## config.mk

```make
export PLATFORM = sky130hd
export DESIGN_NAME = full_sched_flat
export DESIGN_NICKNAME = d
export VERILOG_FILES = /design/src/rtl/full_sched_if.sv /design/src/rtl/full_sched.sv /design/src/flat_wrapper.sv
export SDC_FILE = /design/constraint.sdc
export NUM_CORES = 1
export LEC_CHECK = 0
export ABC_AREA = 1
export BUFFER_PORTS_ARGS = -buffer_cell sky130_fd_sc_hd__buf_2
export CORE_UTILIZATION = 50
export DETAILED_ROUTE_END_ITERATION = 10
export PLACE_DENSITY = 0.77
export SETUP_SLACK_MARGIN = 0.2
export SYNTH_ARGS = -nofsm -noshare
export SYNTH_HDL_FRONTEND = slang
export SYNTH_SLANG_ARGS = --single-unit
```

## constraint.sdc

```tcl
create_clock -name clk -period 3.31 [get_ports clk]
set_input_delay 0.4965 -clock clk [delete_from_list [all_inputs] [get_ports clk]]
set_output_delay 0.4965 -clock clk [all_outputs]
set_load 0.02 [all_outputs]
```

## src/rtl/full_sched_if.sv

```systemverilog
// Sample-stream bundle between source buffer, scheduler and the two-stage FC network.
// master = scheduler side, slave = source/network side.
interface full_sched_if;
  logic [31:0] src_data;
  logic        src_vld;
  logic        src_rdy;
  logic [31:0] st_data;
  logic        st_data_vld;
  logic        st_data_fst;
  logic        st_data_rdy;
  logic        st_data_out_vld;
  logic        st_data_out_fst;
  logic        st_data_out_rdy;

  modport master (
    input  src_data, src_vld, st_data_rdy,
    input  st_data_out_vld, st_data_out_fst, st_data_out_rdy,
    output src_rdy, st_data, st_data_vld, st_data_fst
  );

  modport slave (
    output src_data, src_vld, st_data_rdy,
    output st_data_out_vld, st_data_out_fst, st_data_out_rdy,
    input  src_rdy, st_data, st_data_vld, st_data_fst
  );
endinterface

```

## src/rtl/full_sched.sv

```systemverilog
// Run-time scheduler: meters VEC_LEN-word vectors into the FC network, caps vectors in flight.
// Optional LOAD/DRAIN watchdog enabled by defining FULL_SCHED_TIMEOUT_EN.
module full_sched #(
  parameter int VEC_LEN      = 16,
  parameter int MAX_INFLIGHT = 4,
  parameter int CNT_W        = 16,
  parameter int TIMEOUT_CYC  = 4096
) (
  input  logic             clk,
  input  logic             reset,
  input  logic             start,
  input  logic             abort,
  input  logic [CNT_W-1:0] num_vec,
  input  logic             load_finish,
  full_sched_if.master     bus,
  output logic             busy,
  output logic             done,
  output logic             err,
  output logic [2:0]       state,
  output logic [CNT_W-1:0] vec_issued,
  output logic [CNT_W-1:0] vec_done
);

  localparam int WC_W = (VEC_LEN > 2) ? $clog2(VEC_LEN) : 1;
  localparam int IF_W = 4;

  typedef enum logic [2:0] {
    S_IDLE  = 3'd0,
    S_LOAD  = 3'd1,
    S_RUN   = 3'd2,
    S_DRAIN = 3'd3,
    S_DONE  = 3'd4
  } state_e;

  state_e            state_q, state_d;
  logic [CNT_W-1:0]  num_q, num_d;
  logic [WC_W-1:0]   word_cnt_q, word_cnt_d;
  logic [IF_W-1:0]   inflight_q, inflight_d;
  logic [CNT_W-1:0]  vec_issued_q, vec_issued_d;
  logic [CNT_W-1:0]  vec_done_q, vec_done_d;
  logic              err_q, err_d;
  logic              done_q, done_d;
  logic              gate_s, accept_s, ret_s, first_s, last_s;

`ifdef FULL_SCHED_TIMEOUT_EN
  localparam int WD_W = $clog2(TIMEOUT_CYC + 1);
  logic [WD_W-1:0]   wd_q, wd_d;
  logic              wd_active_s, timeout_s;
`endif

  // Issue gate: only vector boundaries are throttled, a started vector always completes.
  always_comb begin
    gate_s = 1'b0;
    if (state_q == S_RUN) begin
      if (word_cnt_q != '0) begin
        gate_s = 1'b1;
      end else begin
        gate_s = (inflight_q < IF_W'(MAX_INFLIGHT)) && (vec_issued_q < num_q);
      end
    end else begin
      gate_s = 1'b0;
    end
  end

  assign bus.st_data     = bus.src_data;
  assign bus.st_data_vld = bus.src_vld & gate_s;
  assign bus.src_rdy     = bus.st_data_rdy & gate_s;
  assign bus.st_data_fst = (word_cnt_q == '0);

  assign accept_s = bus.src_vld & bus.src_rdy;
  assign first_s  = accept_s & (word_cnt_q == '0);
  assign last_s   = accept_s & (word_cnt_q == WC_W'(VEC_LEN - 1));
  assign ret_s    = bus.st_data_out_vld & bus.st_data_out_rdy & bus.st_data_out_fst &
                    ((state_q == S_LOAD) || (state_q == S_RUN) || (state_q == S_DRAIN));

  // Next-state, counter and flag computation.
  always_comb begin
    state_d      = state_q;
    num_d        = num_q;
    word_cnt_d   = word_cnt_q;
    inflight_d   = inflight_q;
    vec_issued_d = vec_issued_q;
    vec_done_d   = vec_done_q;
    err_d        = err_q;
    done_d       = 1'b0;

    if (accept_s) begin
      word_cnt_d = last_s ? '0 : word_cnt_q + WC_W'(1);
    end else begin
      word_cnt_d = word_cnt_q;
    end
    if (last_s) begin
      vec_issued_d = vec_issued_q + CNT_W'(1);
    end else begin
      vec_issued_d = vec_issued_q;
    end
    if (ret_s) begin
      vec_done_d = vec_done_q + CNT_W'(1);
    end else begin
      vec_done_d = vec_done_q;
    end

    // A return with nothing in flight is a protocol error; the count stays clamped at zero.
    case ({first_s, ret_s})
      2'b10:   inflight_d = inflight_q + IF_W'(1);
      2'b01: begin
        if (inflight_q == '0) begin
          err_d      = 1'b1;
          inflight_d = '0;
        end else begin
          inflight_d = inflight_q - IF_W'(1);
        end
      end
      default: inflight_d = inflight_q;
    endcase

    case (state_q)
      S_IDLE: begin
        if (start) begin
          num_d        = num_vec;
          err_d        = 1'b0;
          word_cnt_d   = '0;
          inflight_d   = '0;
          vec_issued_d = '0;
          vec_done_d   = '0;
          state_d      = (num_vec == '0) ? S_DONE : S_LOAD;
        end else begin
          state_d = S_IDLE;
        end
      end
      S_LOAD:  state_d = load_finish ? S_RUN : S_LOAD;
      S_RUN:   state_d = (vec_issued_d == num_q) ? S_DRAIN : S_RUN;
      S_DRAIN: state_d = (vec_done_q >= num_q) ? S_DONE : S_DRAIN;
      S_DONE: begin
        done_d  = 1'b1;
        state_d = S_IDLE;
      end
      default: state_d = S_IDLE;
    endcase

`ifdef FULL_SCHED_TIMEOUT_EN
    wd_active_s = (state_q == S_LOAD) || (state_q == S_DRAIN);
    timeout_s   = wd_active_s && !ret_s && (wd_q == WD_W'(TIMEOUT_CYC - 1));
    if (timeout_s) begin
      err_d   = 1'b1;
      state_d = S_DONE;
    end else begin
      err_d = err_d;
    end
    if ((state_d != state_q) || ret_s || !wd_active_s) begin
      wd_d = '0;
    end else begin
      wd_d = wd_q + WD_W'(1);
    end
`endif

    if (abort && (state_q != S_IDLE)) begin
      state_d      = S_IDLE;
      word_cnt_d   = '0;
      inflight_d   = '0;
      vec_issued_d = vec_issued_q;
      vec_done_d   = vec_done_q;
      done_d       = 1'b0;
    end else begin
      done_d = done_d;
    end
  end

  // State and counter registers, synchronous active-low reset.
  always_ff @(posedge clk) begin
    if (!reset) begin
      state_q      <= S_IDLE;
      num_q        <= '0;
      word_cnt_q   <= '0;
      inflight_q   <= '0;
      vec_issued_q <= '0;
      vec_done_q   <= '0;
      err_q        <= 1'b0;
      done_q       <= 1'b0;
`ifdef FULL_SCHED_TIMEOUT_EN
      wd_q         <= '0;
`endif
    end else begin
      state_q      <= state_d;
      num_q        <= num_d;
      word_cnt_q   <= word_cnt_d;
      inflight_q   <= inflight_d;
      vec_issued_q <= vec_issued_d;
      vec_done_q   <= vec_done_d;
      err_q        <= err_d;
      done_q       <= done_d;
`ifdef FULL_SCHED_TIMEOUT_EN
      wd_q         <= wd_d;
`endif
    end
  end

  assign state      = state_q;
  assign busy       = (state_q != S_IDLE);
  assign done       = done_q;
  assign err        = err_q;
  assign vec_issued = vec_issued_q;
  assign vec_done   = vec_done_q;

endmodule

```

## src/flat_wrapper.sv

```systemverilog
// flat-port wrapper written by rule: the top's interface ports become plain ports
module full_sched_flat 
#(
  parameter int VEC_LEN      = 16,
  parameter int MAX_INFLIGHT = 4,
  parameter int CNT_W        = 16,
  parameter int TIMEOUT_CYC  = 4096
)
  (clk, reset, start, abort, num_vec, load_finish, busy, done, err, state, vec_issued, vec_done, bus_src_data, bus_src_vld, bus_st_data_rdy, bus_st_data_out_vld, bus_st_data_out_fst, bus_st_data_out_rdy, bus_src_rdy, bus_st_data, bus_st_data_vld, bus_st_data_fst);
  full_sched_if bus_i ();
  input  logic clk;
  input  logic reset;
  input  logic start;
  input  logic abort;
  input  logic [CNT_W-1:0] num_vec;
  input  logic load_finish;
  output logic busy;
  output logic done;
  output logic err;
  output logic [2:0] state;
  output logic [CNT_W-1:0] vec_issued;
  output logic [CNT_W-1:0] vec_done;
  input wire logic [$bits(bus_i.src_data)-1:0] bus_src_data;
  input wire logic [$bits(bus_i.src_vld)-1:0] bus_src_vld;
  input wire logic [$bits(bus_i.st_data_rdy)-1:0] bus_st_data_rdy;
  input wire logic [$bits(bus_i.st_data_out_vld)-1:0] bus_st_data_out_vld;
  input wire logic [$bits(bus_i.st_data_out_fst)-1:0] bus_st_data_out_fst;
  input wire logic [$bits(bus_i.st_data_out_rdy)-1:0] bus_st_data_out_rdy;
  output wire logic [$bits(bus_i.src_rdy)-1:0] bus_src_rdy;
  output wire logic [$bits(bus_i.st_data)-1:0] bus_st_data;
  output wire logic [$bits(bus_i.st_data_vld)-1:0] bus_st_data_vld;
  output wire logic [$bits(bus_i.st_data_fst)-1:0] bus_st_data_fst;
  assign bus_i.src_data = bus_src_data;
  assign bus_i.src_vld = bus_src_vld;
  assign bus_i.st_data_rdy = bus_st_data_rdy;
  assign bus_i.st_data_out_vld = bus_st_data_out_vld;
  assign bus_i.st_data_out_fst = bus_st_data_out_fst;
  assign bus_i.st_data_out_rdy = bus_st_data_out_rdy;
  assign bus_src_rdy = bus_i.src_rdy;
  assign bus_st_data = bus_i.st_data;
  assign bus_st_data_vld = bus_i.st_data_vld;
  assign bus_st_data_fst = bus_i.st_data_fst;
  full_sched #(.VEC_LEN(VEC_LEN), .MAX_INFLIGHT(MAX_INFLIGHT), .CNT_W(CNT_W), .TIMEOUT_CYC(TIMEOUT_CYC)) u_core (.clk(clk), .reset(reset), .start(start), .abort(abort), .num_vec(num_vec), .load_finish(load_finish), .bus(bus_i), .busy(busy), .done(done), .err(err), .state(state), .vec_issued(vec_issued), .vec_done(vec_done));
endmodule
```

# Word level (Yosys, flattened, before mapping)
# Index checks and enable logic that the tools add are counted.
dict set report totals {
  ff_bits 61
  in_bits 58
  out_inout_bits 73
  word_cells 72
}
dict set report op_classes {
  n_addsub 5
  magnitude_cmp 3
  eq_ne 8
  n_mux 27
  bitwise 9
  n_reduce_logical 12
}
# operator n
set op_table {}
lappend op_table {{two-way mux 16 bit} 6}
lappend op_table {{adder 16 x 1 -> 16 bit (second input constant)} 2}
lappend op_table {{two-way mux 4 bit} 7}
lappend op_table {{== test 16 bit} 1}
lappend op_table {{greater-or-equal comparator 16 bit} 1}
lappend op_table {{zero test 16 bit} 1}
lappend op_table {{less-than comparator 16 bit} 1}
lappend op_table {{one-hot mux 3 bit (4 select lines)} 1}
lappend op_table {{two-way mux 3 bit} 3}
lappend op_table {{adder 4 x 1 -> 4 bit (second input constant)} 2}
lappend op_table {{AND 1 bit} 8}
lappend op_table {{zero test 4 bit} 2}
lappend op_table {{two-way mux 1 bit} 8}
lappend op_table {{one-hot mux 4 bit (2 select lines)} 1}
lappend op_table {{== test 3 x 2 -> 1 bit (second input constant)} 2}
lappend op_table {{== test 4 bit (second input constant)} 1}
lappend op_table {{less-than comparator 4 x 3 -> 1 bit (second input constant)} 1}
lappend op_table {{nonzero test 4 bit} 1}
lappend op_table {{subtractor 4 x 1 -> 4 bit (second input constant)} 1}
lappend op_table {{== test 3 x 1 -> 1 bit (second input constant)} 1}
lappend op_table {{== test 3 bit (second input constant)} 1}
lappend op_table {{zero test 3 bit} 1}
lappend op_table {{nonzero test 3 bit} 1}
lappend op_table {{== test 2 x 1 -> 1 bit (second input constant)} 1}
lappend op_table {{other kinds (7)} 9}

# Logic depth before layout (Yosys ltp)
dict set report logic_depth {
  depth_word 11
  ltp_mapped 23
  depth_no_buf 23
}

# Worst setup path after synthesis
# No wires, ideal clock.
dict set report synth_path {
  path_kind {register to register}
  from {register u_core.vec_issued_q[9], in the netlist u_core.vec_issued[9]}
  to {register u_core.inflight_q[2]}
  setup_time_ps 117
  arrival_ps 2486
  t_required_ps 3193
  path_slack_ps 706
  path_stages_with_launch 18
  n_path_buf 1
  period_less_slack_ps 2604
  path_cell_list {dfxtp_1 > ha_1 > a21oi_1 > o21ai_0 > nand2_1 > nand2_1 > nor2_1 > nand2_1 > nand2_2 > nand3_4 > nor2_8 > buf_6 > nand2_1 > ha_1 > inv_1 > o211ai_1 > a21oi_1 > nor3_1}
}
dict set report synth_via {
  elab_chain_cells 11
  word_cells_on_any_way 12
  cone_classes {order compare: 1; eq/ne: 2; mux: 5; bitwise: 3; reduce/logical: 1}
}
# item line
set synth_rtl {}
lappend synth_rtl {{from (decl)} full_sched.sv:39} ;# logic [CNT_W-1:0] vec_issued_q, vec_issued_d;
lappend synth_rtl {{from (signal assigned)} full_sched.sv:188} ;# vec_issued_q <= vec_issued_d;
lappend synth_rtl {{less-than comparator 16 bit *} full_sched.sv:58} ;# gate_s = (inflight_q < IF_W'(MAX_INFLIGHT)) && (vec_issued_q < num_q);
lappend synth_rtl {{logical AND 1 bit *} full_sched.sv:58}
lappend synth_rtl {{two-way mux 1 bit *} full_sched.sv:55} ;# if (word_cnt_q != '0) begin
lappend synth_rtl {{two-way mux 1 bit *} full_sched.sv:54} ;# if (state_q == S_RUN) begin
lappend synth_rtl {{AND 1 bit *} full_sched.sv:67} ;# assign bus.src_rdy = bus.st_data_rdy & gate_s;
lappend synth_rtl {{AND 1 bit *} full_sched.sv:70} ;# assign accept_s = bus.src_vld & bus.src_rdy;
lappend synth_rtl {{AND 1 bit *} full_sched.sv:71} ;# assign first_s = accept_s & (word_cnt_q == '0);
lappend synth_rtl {{== test 2 x 1 -> 1 bit / == test 2 bit (equally long branches)} full_sched.sv:104} ;# case ({first_s, ret_s})
lappend synth_rtl {{one-hot mux 4 bit (2 select lines) *} full_sched.sv:104}
lappend synth_rtl {{two-way mux 4 bit} full_sched.sv:119} ;# if (start) begin
lappend synth_rtl {{two-way mux 4 bit *} full_sched.sv:117} ;# case (state_q)
lappend synth_rtl {{to (signal assigned)} full_sched.sv:187} ;# inflight_q <= inflight_d;
lappend synth_rtl {{to (decl)} full_sched.sv:38} ;# logic [IF_W-1:0] inflight_q, inflight_d;
# Every way passes the cells marked *; elsewhere a longest branch is shown, timed or not.
# A chain may end at the register's enable or synchronous reset.

# Final worst setup path
dict set report layout_path {
  from {register u_core.vec_issued_q[5], in the netlist u_core.vec_issued[5]}
  to {register u_core.inflight_q[2]}
}
# The elaborated chain is that of the path after synthesis.

==> results_dict.tcl <==
set metrics [dict create \
    globalplace.congestion 0.897 \
    pre_cts_ws_ps 437 \
    cts.clk_slew.worst_paths_ps 70 \
    vias 4717 \
    post-route-period-util_pct 85.6 \
    ys.flop_type "dfxtp_1" \
    antenna_left 0 \
    dieArea_mm2 0.00949 \
    ios 131 \
    skew_ps 13.3 \
    arrival_ps 3060 \
    fp-row-count 34 \
    ys_seq_elements 61 \
    die_w_um 97.4 \
    grt_overflow 0 \
    cts_tree "done" \
    num-fill-cells 831 \
    dpl.hpwl_um 10200 \
    drt-pass1-iter-count 6 \
    wirelength_um 13200 \
    cp_top_family "simple AND/OR/NAND/NOR gates" \
    area_growth_pct 11.8 \
    drive_gt1_share_pct 16.2 \
    io_buffer_count 66 \
    crit_required_ps 3540 \
    numClockSinks 61 \
    min_path_type "in -> reg" \
    p_leak_nw 2.35 \
    crit_buf_inv 1 \
    cts-buffers-inserted 9 \
    setup_viol 0 \
    finalSetupTns_ps 0 \
    hold_buffers 0 \
    cts_max_level 3 \
    async_flop_share_pct 0 \
    nets 832 \
    grt_pass1_vias 4478 \
    endpoint_kind "flip-flop" \
    synth_edf_count 0 \
    regArea_mm2 0.00122 \
    hold_viol 0 \
    vias_per_cell 5.57 \
    crit_fanout 6 \
    start_kind "flip-flop" \
    path_cells "ha_1 -> a21oi_1 -> nor2_1 -> nor3_1 -> nand2_1 -> nand2_1 -> nand2_1 -> nand2_2 -> nand3_4 -> nor2_8 -> nand2_1 -> ha_1 -> inv_1 -> o211ai_1 -> a21oi_1 -> nor3_1" \
    root_buffer "clkbuf_8" \
    period_needed_ps 2830 \
    critPathMaxStageDelay_ps 500 \
    relSlewSlack_pct 59.5 \
    fin_ws_ps 477 \
    tightest_slew_ps 607 \
    p_per_area_mw_per_mm2 367 \
    track_usage_pct 27.9 \
    synthCells 686 \
    rsz0062_at_grt "false" \
    cp_common_cell "nand2_1" \
    synth_nets 783 \
    drv_slew 0 \
    cp_slowest_cell "dfxtp_1" \
    cap_violations 0 \
    drt_iter0_markers 373 \
    ys_types 42 \
    status "finished clean" \
    antenna_found_initial 0 \
    start_util_pct 52.0 \
    grt_pass1_wl_um 21400 \
    coreArea_mm2 0.00876 \
    cts_buffer_depth 2 \
    multi_input_area_mm2 0.00268 \
    wl_per_cell_um 15.6 \
    synth_warnings 0 \
    ir_drop_uv 203 \
    grt_max_degree 31 \
    path_class "reg -> reg" \
    drc 0 \
    netlist_area_mm2 0.00455 \
    die_h_um 97.4 \
    avgSynthCellArea_um2 6.64 \
    clk_latency_ps 340 \
    max_freq_ghz 0.353 \
    yosysSeqAreaShare_pct 26.8 \
    diodes 0 \
]
[metrics by stage]
stage	hold slack (ps)	utilization, %	cells	instance area (µm²)	total power [mW]
floorplan	464	-	686	4550	1.05
global placement	457	54.7	826	4790	1.09
detailed placement	460	54.7	826	4790	1.09
CTS	432	57.3	841	5020	1.87
global route	447	58.1	847	5090	1.94
finish	437	58.1	847	5090	1.87
[cells in the mapped netlist (3+ instances only)]
cell type / count / area (µm²)
a21oi_1: 66 / 330
buf_4: 34 / 255
clkbuf_1: 9 / 33.8
dfxtp_1: 61 / 1220
ha_1: 39 / 488
inv_1: 94 / 353
inv_2: 3 / 11.3
nand2_1: 157 / 589
nand2_2: 3 / 18.8
nand3_1: 54 / 270
nand4_1: 6 / 37.5
nor2_1: 56 / 210
nor3_1: 15 / 75.1
nor3_2: 3 / 30.0
nor4_1: 6 / 37.5
o21ai_0: 34 / 170
or4_1: 4 / 30.0
xor2_1: 11 / 96.3
[layer usage]
metal | global-route usage (%) | part of all wire, %
met1 | 36.5 | 43
met2 | 46.6 | 46
met3 | 4.75 | 9.0
met4 | 8.71 | 1.9
met5 | 0 | 0
[worst paths after layout]
path / startpoint / end / slack [ps] / cells after the start
max: u_core.vec_issued[5] / u_core.inflight_q[2] / 480 / 16
min: start / u_core.state[2] / 440 / 3
max reg2reg: u_core.vec_issued[5] / u_core.inflight_q[2] / 480 / 16
min reg2reg: u_core.err / u_core.err / 460 / 2
[report_power, final]
part           internal [mW]  switching, mW  leakage (nW)
clock network          0.482          0.302         0.115
registers              0.760         0.0190         0.495
logic                 0.0994          0.208          1.74
[sequential cells by signal (all words and copies together) (netlist names)]
name / count
u_core.done: 1
u_core.err: 1
u_core.inflight_q: 4
u_core.num_q: 16
u_core.state: 3
u_core.vec_done: 16
u_core.vec_issued: 16
u_core.word_cnt_q: 4
[tightest hold or removal path: stages]
cell,delay (ps)
buf_2,110
nand3_1,70
a21oi_1,60
[placed cells by master (no fill, tap or decap), types with 2 or more instances in the layout]
cell type / n
dfxtp_1: 61
buf_4: 16
ha_1: 39
nand4_2: 2
or4_1: 4
buf_2: 66
xor2_1: 11
a221oi_1: 2
inv_2: 3
nor3_1: 15
a31oi_1: 2
nor3_2: 3
nor2_4: 3
a211oi_1: 2
o21ai_1: 2
clkbuf_8: 12
nor4_1: 6
nor2_1: 56
nand4_1: 6
nand3_1: 54
inv_1: 94
o21ai_0: 33
nand2_1: 157
o211ai_1: 2
nand2_2: 3
a21oi_1: 65
bufinv_16: 2
[what timing repair did]
action                     4_1_cts  5_1_grt
hold endpoints to repair         0        0
setup buffers                    0        5
gates resized for setup          0        4
setup endpoints to repair        0        2
[layout make-up]
type	instances	share of cell area (%)
clock inverter	3	1.33
sequential	61	24.0
multi-input combinational	483	52.7
tap	108	2.66
clock buffer	12	3.25
timing repair buffer	82	8.85
inverter	98	7.23
[logic make-up (layout without fill, tap and decap cells)]
| group | after synthesis | count (layout) | synth area share [%] |
|---|---|---|---|
| AOI/OAI and AO/OA | 117 | 117 | 14.0 |
| xor gates and xnor gates | 11 | 11 | 2.12 |
| adders and majority gates | 39 | 39 | 10.7 |
| buffers and inverters | 143 | 195 | 14.9 |
| DFF | 61 | 61 | 26.8 |
| and+or+nand+nor | 315 | 316 | 31.4 |
Power figures use the tool's default switching activity.
